==> config.mk <==
export PLATFORM = sky130hd
export DESIGN_NAME = uart_rx
export DESIGN_NICKNAME = d
export VERILOG_FILES = /design/src/rtl/uart_rx.sv
export SDC_FILE = /design/constraint.sdc
export NUM_CORES = 1
export LEC_CHECK = 0
export BUFFER_PORTS_ARGS = -buffer_cell sky130_fd_sc_hd__buf_2
export CORE_MARGIN = 2
export CORE_UTILIZATION = 54
export CTS_CLUSTER_DIAMETER = 40
export DETAILED_ROUTE_END_ITERATION = 16
export GPL_TIMING_DRIVEN = 0
export PLACE_DENSITY = 0.87
export SETUP_SLACK_MARGIN = 0.5
export SLEW_MARGIN = 0
export SYNTH_ARGS = -nofsm -noshare
export SYNTH_HDL_FRONTEND = slang
export SYNTH_SLANG_ARGS = --single-unit
==> constraint.sdc <==
create_clock -name wb_clk_i -period 1.85 [get_ports wb_clk_i]
set_input_delay 0.185 -clock wb_clk_i [delete_from_list [all_inputs] [get_ports wb_clk_i]]
set_output_delay 0.185 -clock wb_clk_i [all_outputs]
set_load 0.05 [all_outputs]
==> src/rtl/uart_rx.sv <==
// uart_rx: 8N1 serial receiver holding one byte for a Wishbone classic read.
module uart_rx #(
  parameter int CLOCKS_PER_BIT = 868,
  parameter int DAT_WIDTH      = 8
) (
  input  logic                 wb_clk_i,
  input  logic                 wb_rst_i,
  input  logic                 wb_cyc_i,
  input  logic                 wb_stb_i,
  input  logic                 wb_we_i,
  output logic [DAT_WIDTH-1:0] wb_dat_o,
  output logic                 wb_ack_o,
  input  logic                 uart_rx_i,
  output logic                 frame_err_o,
  output logic                 overrun_o
);
  localparam int BW = $clog2(DAT_WIDTH + 1);
  localparam logic [31:0] HALF = 32'(CLOCKS_PER_BIT / 2 - 1);
  localparam logic [31:0] LAST = 32'(CLOCKS_PER_BIT - 1);
  localparam logic [BW-1:0] BLAST = BW'(DAT_WIDTH - 1);
  typedef enum logic [1:0] {IDLE, START, DATA, STOP} state_t;
  state_t               state_q;
  logic                 sync1_q, rxs_q, rxs_prev_q;
  logic [31:0]          baud_q;
  logic [BW-1:0]        bit_q;
  logic [DAT_WIDTH-1:0] shift_q, hold_q, dat_q;
  logic                 valid_q, ack_q, frame_err_q, overrun_q;
  logic                 req, take, rd_clr, wrap, load;
  assign req    = wb_cyc_i & wb_stb_i;
  assign take   = req & ~ack_q & (wb_we_i | valid_q);
  assign rd_clr = take & ~wb_we_i;
  assign wrap   = baud_q == LAST;
  assign load   = (state_q == STOP) & wrap & rxs_q;
  assign wb_dat_o    = dat_q;
  assign wb_ack_o    = ack_q;
  assign frame_err_o = frame_err_q;
  assign overrun_o   = overrun_q;
  always_ff @(posedge wb_clk_i) begin
    if (wb_rst_i) begin
      state_q     <= IDLE;
      sync1_q     <= 1'b1;
      rxs_q       <= 1'b1;
      rxs_prev_q  <= 1'b1;
      baud_q      <= '0;
      bit_q       <= '0;
      shift_q     <= '0;
      hold_q      <= '0;
      dat_q       <= '0;
      valid_q     <= 1'b0;
      ack_q       <= 1'b0;
      frame_err_q <= 1'b0;
      overrun_q   <= 1'b0;
    end else begin
      sync1_q     <= uart_rx_i;
      rxs_q       <= sync1_q;
      rxs_prev_q  <= rxs_q;
      frame_err_q <= 1'b0;
      overrun_q   <= 1'b0;
      ack_q       <= take;
      if (rd_clr) dat_q <= hold_q;
      // a byte landing in the same cycle as a read clear keeps the flag set
      if (load) valid_q <= 1'b1;
      else if (rd_clr) valid_q <= 1'b0;
      case (state_q)
        IDLE: begin
          baud_q <= '0;
          if (rxs_prev_q && !rxs_q) state_q <= START;
        end
        START: begin
          if (baud_q == HALF) begin
            baud_q  <= '0;
            bit_q   <= '0;
            state_q <= rxs_q ? IDLE : DATA;
          end else baud_q <= baud_q + 32'd1;
        end
        DATA: begin
          if (wrap) begin
            baud_q  <= '0;
            shift_q <= {rxs_q, shift_q[DAT_WIDTH-1:1]};
            bit_q   <= bit_q + BW'(1);
            if (bit_q == BLAST) state_q <= STOP;
          end else baud_q <= baud_q + 32'd1;
        end
        STOP: begin
          if (wrap) begin
            baud_q  <= '0;
            state_q <= IDLE;
            if (rxs_q) begin
              hold_q    <= shift_q;
              overrun_q <= valid_q & ~rd_clr;
            end else frame_err_q <= 1'b1;
          end else baud_q <= baud_q + 32'd1;
        end
        default: state_q <= IDLE;
      endcase
    end
  end
endmodule

==> impl_metrics.tcl <==
set metrics [dict create \
    insertion_delay_ps 360 \
    cp-start-kind "register" \
    synthTopCellsByArea "dfxtp_1 (44%), nor2_1 (8.1%), mux2i_1 (7.7%), xnor2_1 (7.0%), nor4_2 (2.8%)" \
    status "finished with violations" \
    worstPathRequired_ps 2130 \
    synthXorXnorAreaFrac_pct 8.42 \
    cts_max_level 3 \
    via_per_inst 6.10 \
    powerDensity_nw_per_um2 723 \
    critPathCaptureType "register" \
    critPathArrivalTime_ps 2420 \
    synth_cell_types 47 \
    synth_area_um2 3120 \
    dp_hpwl_um 4020 \
    groute.usage.overall_pct 27.3 \
    drc 0 \
    io_buffers 16 \
    grt_pass1_wl_um 13200 \
    ys_ff_latch 69 \
    maxSlewViolCount 0 \
    dieWidth_um 80.0 \
    use_met3_pct 6.90 \
    yosys.area_share.simple_pct 29.1 \
    yosys.area_share.adder_pct 1.20 \
    nets 401 \
    use_met1_pct 29.6 \
    syn_inst 328 \
    die_area_um2 6400 \
    postPlaceCellArea_um2 3380 \
    placed_cells 416 \
    fin_crit_ps 2140 \
    gp_congestion 0.812 \
    async_flop_share_pct 0 \
    root_buffer "clkbuf_8" \
    synth_top_family_by_area "simple AND/OR/NAND/NOR gates" \
    synth_mux_area_share_pct 7.70 \
    yosys_most_used_dff "dfxtp_1" \
    drtIter0Drc 241 \
    grt-busiest-layer "met2" \
    clkTransAtPathRegs_ps 80 \
    synth_edf_count 0 \
    fin_ws_ps -293 \
    post-route-period-util_pct 116 \
    fin_setup_tns_ps -5280 \
    antenna_left 0 \
    num_antenna_cells 0 \
    ctsHoldBuffers 0 \
    yosysTopAreaCell "dfxtp_1" \
    drt_wl_total_um 9440 \
    synth_top_area_share_pct 44.3 \
    synth_nets 337 \
    synth-seq-area-share_pct 44.3 \
    wire_per_inst_um 20.1 \
    whs_ps 14.9 \
    p_leak_nw 1.64 \
    netlist_top_cells_count "dfxtp_1 (69), nor2_1 (67), xnor2_1 (25)" \
    cts_num_sinks 69 \
    cts_tree "yes" \
    max-vdd-ir-drop_uv 434 \
    crit_fanout 3 \
    io_pins 17 \
    worst_slew_pin_slew_ps 513 \
    holdCritPathClass "input pin to register" \
    hold_viol_final 0 \
    fmax_ghz 0.467 \
    p_total_mw 3.10 \
    areaGrowthSynthToFinish_pct 37.5 \
    yosys.cell_count.top_type "dfxtp_1" \
    start_util_pct 56.3 \
    numCtsBuffers 9 \
    antenna_found_initial 0 \
    cts_buffer_depth 2 \
    place_ws_ps -341 \
    synth_area_per_cell_um2 9.51 \
    maxCapViolations 0 \
    rows 27 \
    grt_pass1_vias 2683 \
    first_pass_iters 4 \
    finalSetupViolCount 56 \
    stdcell_count 469 \
    violations "negative setup slack" \
    grt_util_met2_pct 46.8 \
    rsz0062_at_grt "yes" \
    grt_max_degree 14 \
    synth_compound_area_share_pct 4.49 \
    slew_headroom_pct 65.5 \
    overflow 0 \
    fin_area_um2 4290 \
    core_area_um2 5540 \
    critical_path_class "register to register" \
    skew_ps 8.44 \
    fin_util_pct 77.4 \
    die-height_um 80.0 \
    vias 2859 \
    layout-drive-gt1-share_pct 39.3 \
    yosysWarnings 0 \
]
-- per-layer routing --
metal	share of wire (%)	wire, µm
met1	37	3540
met2	50	4720
met3	6.0	570
met4	6.5	610
met5	0	0
-- cells by family (layout without fill, tap and decap cells) --
kind of cell,after synthesis,in the layout
compound gates,18,18
xor+xnor,30,30
mux,24,24
flops,69,69
buf+inv,24,93
fa+ha+maj,3,3
simple gates,160,160
-- path summary, 6_finish.rpt --
path                            startpoint  endpoint  slack, ps  cells after the start
worst max register to register   baud_q[1]  bit_q[3]       -290                      7
worst min-delay path             uart_rx_i   sync1_q         10                      2
worst max-delay path             baud_q[1]  bit_q[3]       -290                      7
worst min register to register     sync1_q     rxs_q        430                      1
-- registers in the layout, summed over array words and instances (netlist names), named ones only --
| signal | cells |
|---|---|
| baud_q | 32 |
| bit_q | 4 |
| frame_err_o | 1 |
| hold_q | 8 |
| overrun_o | 1 |
| rxs_prev_q | 1 |
| rxs_q | 1 |
| shift_q | 8 |
| state_q | 1 |
| sync1_q | 1 |
| valid_q | 1 |
| wb_ack_o | 1 |
| wb_dat_o | 8 |
-- what timing repair did --
action / CTS / global route
pin swaps: 14 / 20
gates resized for setup: 52 / 33
setup endpoints to repair: 57 / 65
setup buffers: 25 / 10
cloned: 1 / 1
-- report_power, final --
part,internal [mW],switching [mW]
clock,0.765,0.647
sequential,1.49,0.0125
combinational,0.0763,0.110
total,2.33,0.770
-- worst max-delay path, cell delays in order, from the launching register on --
cell       delay, ps
dfxtp_2          340
inv_2             60
ha_4             130
nand4b_4         140
or4b_4           590
a2111oi_4        360
xnor2_1          180
a311oi_2         260
-- final cells by class --
class                      instances  area [µm²]
tap                               72        90.1
clock buffer                       9         124
fill                             308        1250
clock inverter                     7        98.8
inverter                           8        30.0
buffer                            16         166
sequential                        69        1420
timing repair buffer              53         425
multi-input combinational        235        1930
-- placed cells by master, fill, tap and decap left out, types with 2 or more instances in the layout --
cell,n
nor2_1,66
bufinv_16,2
nand2_1,12
dfxtp_1,49
and4_1,4
nand3_1,13
clkinv_4,2
nand4_4,2
or2_2,4
buf_6,16
buf_2,17
nor3_2,5
nand2b_1,4
mux2i_1,23
nand3_2,2
nand4_1,4
buf_12,2
xor2_1,5
dfxtp_2,13
dfxtp_4,7
inv_1,7
nor4_2,5
clkbuf_1,3
buf_4,26
clkbuf_8,13
nor4_4,12
nor3_1,7
and3_1,2
a21oi_1,4
nor3b_2,2
o21ai_0,2
xnor2_1,25
Note: power is estimated with default switching activity, not from simulation.
